$ cat src/rtl/rv32i_types.sv
// Shared RV32I pipeline types: register index, data word, and the memory-wait state.
package rv32i_types;

    typedef logic [4:0]  rv32i_reg;
    typedef logic [31:0] rv32i_word;

    typedef enum logic [1:0] {
        RUN    = 2'd0,
        I_DONE = 2'd1,
        D_DONE = 2'd2
    } stall_state_t;

    localparam rv32i_word STALL_CNT_MAX = 32'hFFFF_FFFF;

endpackage

$ cat src/rtl/hazard_detect.sv
// Load-use hazard: the EX-stage load writes a register that the ID-stage instruction reads.
module hazard_detect
    import rv32i_types::*;
(
    input  rv32i_reg id_rs1,
    input  rv32i_reg id_rs2,
    input  rv32i_reg ex_rd,
    input  logic     ex_mem_read,
    output logic     load_use
);

    // x0 is never a real dependency
    assign load_use = ex_mem_read & (ex_rd != 5'd0) &
                      ((ex_rd == id_rs1) | (ex_rd == id_rs2));

endmodule

$ cat src/rtl/pipeline_stall_ctrl.sv
// Pipeline advance/stall control: waits for both memory responses, applies load-use and
// redirect bubbles, and counts the cycles in which the pipeline does not advance.
//
//   state  | meaning
//   RUN    | neither response captured this instruction window
//   I_DONE | imem satisfied, waiting on dmem
//   D_DONE | dmem satisfied, waiting on imem
module pipeline_stall_ctrl
    import rv32i_types::*;
(
    input  logic      clk,
    input  logic      rst,
    input  logic      imem_resp,
    input  logic      dmem_resp,
    input  logic      mem_mem_read,
    input  logic      mem_mem_write,
    input  rv32i_reg  id_rs1,
    input  rv32i_reg  id_rs2,
    input  rv32i_reg  ex_rd,
    input  logic      ex_mem_read,
    input  logic      ex_br_redirect,
    output logic      imem_read,
    output logic      dmem_read,
    output logic      dmem_write,
    output logic      load_pc,
    output logic      load_if_id,
    output logic      load_id_ex,
    output logic      load_ex_mem,
    output logic      load_mem_wb,
    output logic      flush_if_id,
    output logic      flush_id_ex,
    output rv32i_word stall_cycles
);

    stall_state_t state_q, state_d;
    rv32i_word    stall_cnt_q, stall_cnt_d;
    logic         dreq, i_ok, d_ok, advance, adv_en, load_use, hold_front;

    hazard_detect u_hazard_detect (
        .id_rs1      (id_rs1),
        .id_rs2      (id_rs2),
        .ex_rd       (ex_rd),
        .ex_mem_read (ex_mem_read),
        .load_use    (load_use)
    );

    always_comb begin
        dreq    = mem_mem_read | mem_mem_write;
        i_ok    = imem_resp | (state_q == I_DONE);
        d_ok    = ~dreq | dmem_resp | (state_q == D_DONE);
        advance = i_ok & d_ok;

        state_d = state_q;
        if (advance) begin
            state_d = RUN;
        end else if (state_q == RUN) begin
            if (imem_resp & ~d_ok) begin
                state_d = I_DONE;
            end else if (dreq & dmem_resp & ~imem_resp) begin
                state_d = D_DONE;
            end
        end

        stall_cnt_d = stall_cnt_q;
        if (!advance && stall_cnt_q != STALL_CNT_MAX) begin
            stall_cnt_d = stall_cnt_q + 32'd1;
        end
    end

    always_ff @(posedge clk or posedge rst) begin
        if (rst) begin
            state_q     <= RUN;
            stall_cnt_q <= '0;
        end else begin
            state_q     <= state_d;
            stall_cnt_q <= stall_cnt_d;
        end
    end

    // Outputs are combinational for zero-latency advance; reset masks them immediately.
    assign adv_en     = advance & ~rst;
    assign hold_front = load_use & ~ex_br_redirect;

    assign imem_read    = ~rst & (state_q != I_DONE);
    assign dmem_read    = ~rst & mem_mem_read  & (state_q != D_DONE);
    assign dmem_write   = ~rst & mem_mem_write & (state_q != D_DONE);
    assign load_pc      = adv_en & ~hold_front;
    assign load_if_id   = adv_en & ~hold_front;
    assign load_id_ex   = adv_en;
    assign load_ex_mem  = adv_en;
    assign load_mem_wb  = adv_en;
    assign flush_if_id  = adv_en & ex_br_redirect;
    assign flush_id_ex  = adv_en & (ex_br_redirect | load_use);
    assign stall_cycles = stall_cnt_q;

endmodule
$ cat config.mk
export PLATFORM = sky130hd
export DESIGN_NAME = pipeline_stall_ctrl
export DESIGN_NICKNAME = d
export VERILOG_FILES = /design/src/rtl/rv32i_types.sv /design/src/rtl/hazard_detect.sv /design/src/rtl/pipeline_stall_ctrl.sv
export SDC_FILE = /design/constraint.sdc
export NUM_CORES = 1
export LEC_CHECK = 0
export ABC_AREA = 1
export CORE_MARGIN = 2
export CORE_UTILIZATION = 43
export CTS_CLUSTER_DIAMETER = 120
export DETAILED_ROUTE_END_ITERATION = 12
export PLACE_DENSITY = 0.72
export SYNTH_ARGS = -nofsm -noshare
export SYNTH_HDL_FRONTEND = slang
export SYNTH_SLANG_ARGS = --single-unit
$ cat constraint.sdc
create_clock -name clk -period 4.26 [get_ports clk]
set_input_delay 0.852 -clock clk [delete_from_list [all_inputs] [get_ports clk]]
set_output_delay 0.852 -clock clk [all_outputs]
set_load 0.02 [all_outputs]
==> flow_metrics.tcl, run 1 <==
set metrics [dict create \
    rr_worst_depth 10 \
    dp.cells 531 \
    finalInstanceArea_um2 3310 \
    grt_setup_unrepaired "no" \
    worstSetupPathType "in -> out" \
    setup_viol 0 \
    required_ns 3.41 \
    postRouteAntennaNets 0 \
    insertion_delay_ns 0.29 \
    vias 2572 \
    die_h_um 80.9 \
    synth_top_area_share_pct 33.5 \
    p_per_area_nw_per_um2 277 \
    dp_hpwl_mm 4.85 \
    post_cts_buffers 0 \
    die_w_um 80.9 \
    dp_slack_ns 0.431 \
    drt-total-wl_mm 6.09 \
    final_cells 539 \
    syn_area_per_cell_um2 6.33 \
    synth_area_um2 2540 \
    p_leak_nw 1.57 \
    cts_resized 0 \
    finalCriticalPeriod_ns 3.80 \
    cts-buffers-inserted 5 \
    nNetsFinal 490 \
    timing.final.ws_setup_ns 0.456 \
    htree_levels 2 \
    start_util_pct 45.3 \
    finalSetupTns_ns 0 \
    io_pins 65 \
    antenna_found_initial 0 \
    grt_util_met1_pct 25.1 \
    cts.sinks 34 \
    max_clock_freq_ghz 0.263 \
    die_area_um2 6540 \
    num_rows 27 \
    vias_per_cell 4.77 \
    port_buffers 64 \
    clockBufferDepth 2 \
    path_max_fanout 9 \
    holdWs_ns 0.536 \
    synth.area.top_cells "dfrtp_1, nand2_1, nor2_1, inv_1, nand3b_1" \
    worst_pin_slew_ns 0.425 \
    hold_viol 0 \
    groute.usage.overall_pct 20.4 \
    gp_congestion 0.910 \
    slew_headroom_pct 71.7 \
    min_period_over_period_pct 89.3 \
    syn_nets 425 \
    coreArea_um2 5610 \
    cp-end-kind "output pin" \
    worstSetupStartpointType "primary input" \
    grt_max_degree 35 \
    hp-class "reg -> reg" \
    ys_types 27 \
    busiest_layer "met2" \
    gr-usage-met3_pct 3.56 \
    drt_iter0_drc 145 \
    drt_first_pass_iters 4 \
    grt_pass1_wl_mm 10.6 \
    drive_above_1_share_pct 5.78 \
    drcViolationCount 0 \
    worstPathArrival_ns 2.95 \
    slew_violations 0 \
    grt_pass1_vias 2483 \
    grt_overflow_total 0 \
    cap_viol_max_count 0 \
    ys_ff_latch 34 \
    layout.area.seq_um2 851 \
    status "complete, no violations" \
    netlist_instances 401 \
    hold_depth 2 \
    use_met2_pct 36.0 \
    multi_input_area_um2 1450 \
    syn_to_final_growth_pct 30.4 \
    synth_warnings 0 \
    ir_drop_mv 0.196 \
    ys_seq_area_share_pct 33.5 \
    cts-root-buf "clkbuf_8" \
    cts_hold_buffers 0 \
    path_clk_slew_ns 0.07 \
    fill_cells 576 \
    clock_skew_ns 0.00694 \
    num_antenna_cells 0 \
    placed_cell_area_um2 3220 \
    synth_area_leader_cell "dfrtp_1" \
    cts_tree "yes" \
    avgRoutedWirePerCell_um 11.3 \
]
-- cells in the final DEF (no fill, tap or decap) --
| cell | instances |
|---|---|
| nand2_1 | 183 |
| clkdlybuf4s50_1 | 64 |
| nor2_1 | 50 |
| inv_1 | 44 |
| dfrtp_1 | 34 |
| nand3_1 | 15 |
| nand3b_1 | 13 |
| xor2_1 | 9 |
| nand4_1 | 9 |
| xnor2_1 | 6 |
| clkbuf_8 | 6 |
| nand2_2 | 5 |
| o21ai_0 | 5 |
| nor2_2 | 4 |
| nor2_4 | 4 |
| o21ai_1 | 2 |
| nor3_1 | 2 |
| inv_2 | 1 |
| nand2_4 | 1 |
| nand2_8 | 1 |
| inv_4 | 1 |
| a21boi_0 | 1 |
| a21oi_2 | 1 |
| a21oi_1 | 1 |
| and3_1 | 1 |
| ha_1 | 1 |
| clkinvlp_4 | 1 |
| clkinv_2 | 1 |
| buf_4 | 1 |
-- state kept, by name (all words and copies together), names as in the netlist --
name / cells
state_q: 2
stall_cycles: 32
-- synth_stat cells --
library cell / n
dfrtp_1: 34
o21ai_1: 2
buf_6: 3
and3_1: 1
a21oi_2: 1
ha_1: 1
inv_2: 1
nand3b_1: 13
nor3_1: 2
nand3_1: 15
xnor2_1: 6
nand2_8: 1
inv_1: 44
nand2_4: 1
inv_4: 1
xor2_1: 9
nand2_1: 183
nand2_2: 5
o21ai_0: 5
buf_2: 1
a21oi_1: 1
nor2_1: 50
nor2_2: 4
buf_4: 3
nor2_4: 4
nand4_1: 9
a21boi_0: 1
-- power breakdown --
part	internal [mW]	leakage (nW)	switching (mW)
clock network	0.130	0.0472	0.119
registers	0.352	0.466	0.0383
logic	0.126	1.06	0.151
-- worst max-delay path, stage by stage --
cell	delay (ns)
clkdlybuf4s50_1	0.45
inv_1	0.05
o21ai_1	0.15
nand2_2	0.22
nor2_1	0.34
nand2_1	0.16
nand2_1	0.12
clkdlybuf4s50_1	0.61
-- worst paths after layout --
check,start,endpoint,slack [ns]
setup / recovery,imem_resp,load_if_id,0.46
hold / removal,stall_cycles[1]$_DFFE_PP0P_,stall_cycles[1]$_DFFE_PP0P_,0.54
setup reg to reg,stall_cycles[0]$_DFFE_PP0P_,stall_cycles[13]$_DFFE_PP0P_,2.40
hold reg to reg,stall_cycles[1]$_DFFE_PP0P_,stall_cycles[1]$_DFFE_PP0P_,0.54
max in group asynchronous,rst,stall_cycles[28]$_DFFE_PP0P_,2.88
min in group asynchronous,rst,stall_cycles[18]$_DFFE_PP0P_,1.08
-- cell families (layout without fill, tap and decap cells) --
family                     Yosys count  count (layout)  share of synthesized area [%]
DFF                                 34              34                           33.5
adders and majority gates            1               1                          0.493
and+or+nand+nor                    288             288                           49.3
xor gates and xnor gates            15              15                           5.17
buffers and inverters               53             119                           9.31
AOI/OAI and AO/OA                   10              10                           2.22
-- final cells by class --
cell class                 count  area share, %
multi-input combinational    314           43.9
sequential                    34           25.7
timing repair buffer          65           19.6
inverter                      46           5.29
tap                           72           2.72
clock buffer                   6           2.49
clock inverter                 2          0.378
-- metrics by stage --
stage                     util, %  total power [mW]
after global placement       57.4             0.672
after floorplan                 -             0.567
after CTS                    59.1             0.927
after global routing         59.1             0.974
after detailed placement     57.4             0.677
final                        59.1             0.917
-- routing by layer --
layer | vias up | part of all wire, %
li1 | 1356 | -
met1 | 1148 | 46
met2 | 58 | 48
met3 | 10 | 3.6
met4 | 0 | 2.0
met5 | - | 0
Note: power is estimated with default switching activity, not from simulation.
==> run 2: changes to the inputs <==
Settings changed: CORE_UTILIZATION 43 to 28, PLACE_DENSITY 0.72 to default.
==> run 2 against run 1 <==
Against the previous run: clock skew is 0.0029 ns higher; wire length up 7.7%; count of clock-buffer cells in the layout fell by 1; first-iteration DRC count decreased by 10%; setup slack improved by 0.024 ns; critical endpoint unchanged; highest routed layer unchanged.
==> flow_metrics.tcl, run 2 (same netlist as run 1, synthesis figures left out) <==
set metrics [dict create \
    status "complete, no violations" \
    grt_pass1_vias 2538 \
    start_util_pct 29.0 \
    antenna_found_initial 0 \
    dp_hpwl_mm 5.16 \
    hold_viol 0 \
    worstSetupStartpointType "primary input" \
    avgRoutedWirePerCell_um 11.4 \
    grt_pass1_wl_mm 11.4 \
    final_cells 575 \
    nNetsFinal 490 \
    dp_slack_ns 0.467 \
    slew_violations 0 \
    final_core_util_pct 38.8 \
    drt-total-wl_mm 6.56 \
    vias_per_cell 4.52 \
    worstSetupPathType "in -> out" \
    drt_first_pass_iters 4 \
    cts_hold_buffers 0 \
    drt_iter0_drc 130 \
    port_buffers 64 \
    grt_setup_unrepaired "no" \
    io_pins 65 \
    postRouteAntennaNets 0 \
    p_per_area_nw_per_um2 304 \
    drive_above_1_share_pct 5.78 \
    final_common_cell "nand2_1" \
    post_cts_buffers 0 \
    p_int_mw 0.713 \
    required_ns 3.41 \
    syn_to_final_growth_pct 33.8 \
    hp-class "reg -> reg" \
    drcViolationCount 0 \
    cap_viol_max_count 0 \
    timing.final.ws_setup_ns 0.480 \
    cts_tree "yes" \
    combPwrFrac_pct 26.9 \
    p_seq_share_pct 38.0 \
    cts-root-buf "clkbuf_8" \
    groute.usage.overall_pct 14.1 \
    p_sw_share_pct 31.0 \
    p_total_mw 1.03 \
    grt_overflow_total 0 \
    finalSetupTns_ns 0 \
    die_h_um 99.2 \
    worst_pin_slew_ns 0.439 \
    layout_common_cells "nand2_1, clkdlybuf4s50_1, nor2_1" \
    num_antenna_cells 0 \
    min_period_over_period_pct 88.7 \
    vias 2598 \
    dp.cells 567 \
    coreArea_um2 8760 \
    path_max_fanout 9 \
    path_clk_slew_ns 0.08 \
    setup_viol 0 \
    largest_register_ffs 32 \
    worstPathArrival_ns 2.93 \
    insertion_delay_ns 0.29 \
    grt_max_degree 35 \
    die_w_um 99.2 \
    die_area_um2 9850 \
    cts-buffers-inserted 5 \
    gp_congestion 0.919 \
    cts_resized 0 \
    clock_skew_ns 0.00988 \
    cts.sinks 34 \
    slew_headroom_pct 70.7 \
    p_leak_nw 1.59 \
    finalCriticalPeriod_ns 3.78 \
    cp-end-kind "output pin" \
    clkPwrFrac_pct 35.2 \
    htree_levels 2 \
    max_clock_freq_ghz 0.265 \
    num_rows 34 \
    p_sw_mw 0.320 \
    clockBufferDepth 2 \
    ir_drop_mv 0.172 \
]
-- run 2: final timing paths --
kind                                             startpoint                      endpoint  slack (ns)  cells after the start
worst min register to register  stall_cycles[1]$_DFFE_PP0P_   stall_cycles[1]$_DFFE_PP0P_        0.55                      2
worst max-delay path                              imem_resp                    load_if_id        0.48                      8
worst max register to register  stall_cycles[0]$_DFFE_PP0P_  stall_cycles[23]$_DFFE_PP0P_        2.37                     10
max in group asynchronous                               rst  stall_cycles[21]$_DFFE_PP0P_        2.85                      3
min in group asynchronous                               rst  stall_cycles[11]$_DFFE_PP0P_        1.09                      3
worst min-delay path            stall_cycles[1]$_DFFE_PP0P_   stall_cycles[1]$_DFFE_PP0P_        0.55                      2
-- run 2: metrics by stage --
| stage | hold WS, ns | instance area (um2) |
|---|---|---|
| after floorplan | 0.549 | 2540 |
| after global placement | 0.533 | 3260 |
| after detailed placement | 0.534 | 3260 |
| after CTS | 0.557 | 3400 |
| after global routing | 0.596 | 3400 |
| final | 0.551 | 3400 |
-- run 2: final cells by class --
class / count / area [um2]
Tap cell: 108 / 135
Sequential cell: 34 / 851
Timing Repair Buffer: 65 / 648
Multi-Input combinational cell: 314 / 1450
Clock inverter: 3 / 68.8
Fill cell: 939 / 5360
Inverter: 46 / 175
Clock buffer: 5 / 68.8
-- run 2: power groups by stage --
stage / clock network [mW] / logic [mW] / registers, mW
4_1_cts: 0.374 / 0.282 / 0.393
5_1_grt: 0.387 / 0.308 / 0.399
3_3_place_gp: 0 / 0.278 / 0.400
6_report: 0.363 / 0.278 / 0.392
2_1_floorplan: 0 / 0.144 / 0.424
3_5_place_dp: 0 / 0.282 / 0.399
-- run 2: critical path, cell delays in order --
cell and delay [ns]:
clkdlybuf4s50_1 0.45, inv_1 0.06, o21ai_1 0.15, nand2_2 0.22, nor2_1 0.33, nand2_1 0.15
nand2_1 0.12, clkdlybuf4s50_1 0.61
-- run 2: per-layer routing --
layer / wire, um / global-route usage [%] / vias to the layer above / part of all wire [%]
li1: - / - / 1349 / -
met5: 0 / 0 / - / 0
met4: 73 / 3.79 / 0 / 1.1
met1: 3200 / 19.5 / 1181 / 49
met2: 2990 / 22.8 / 61 / 46
met3: 299 / 2.53 / 7 / 4.6
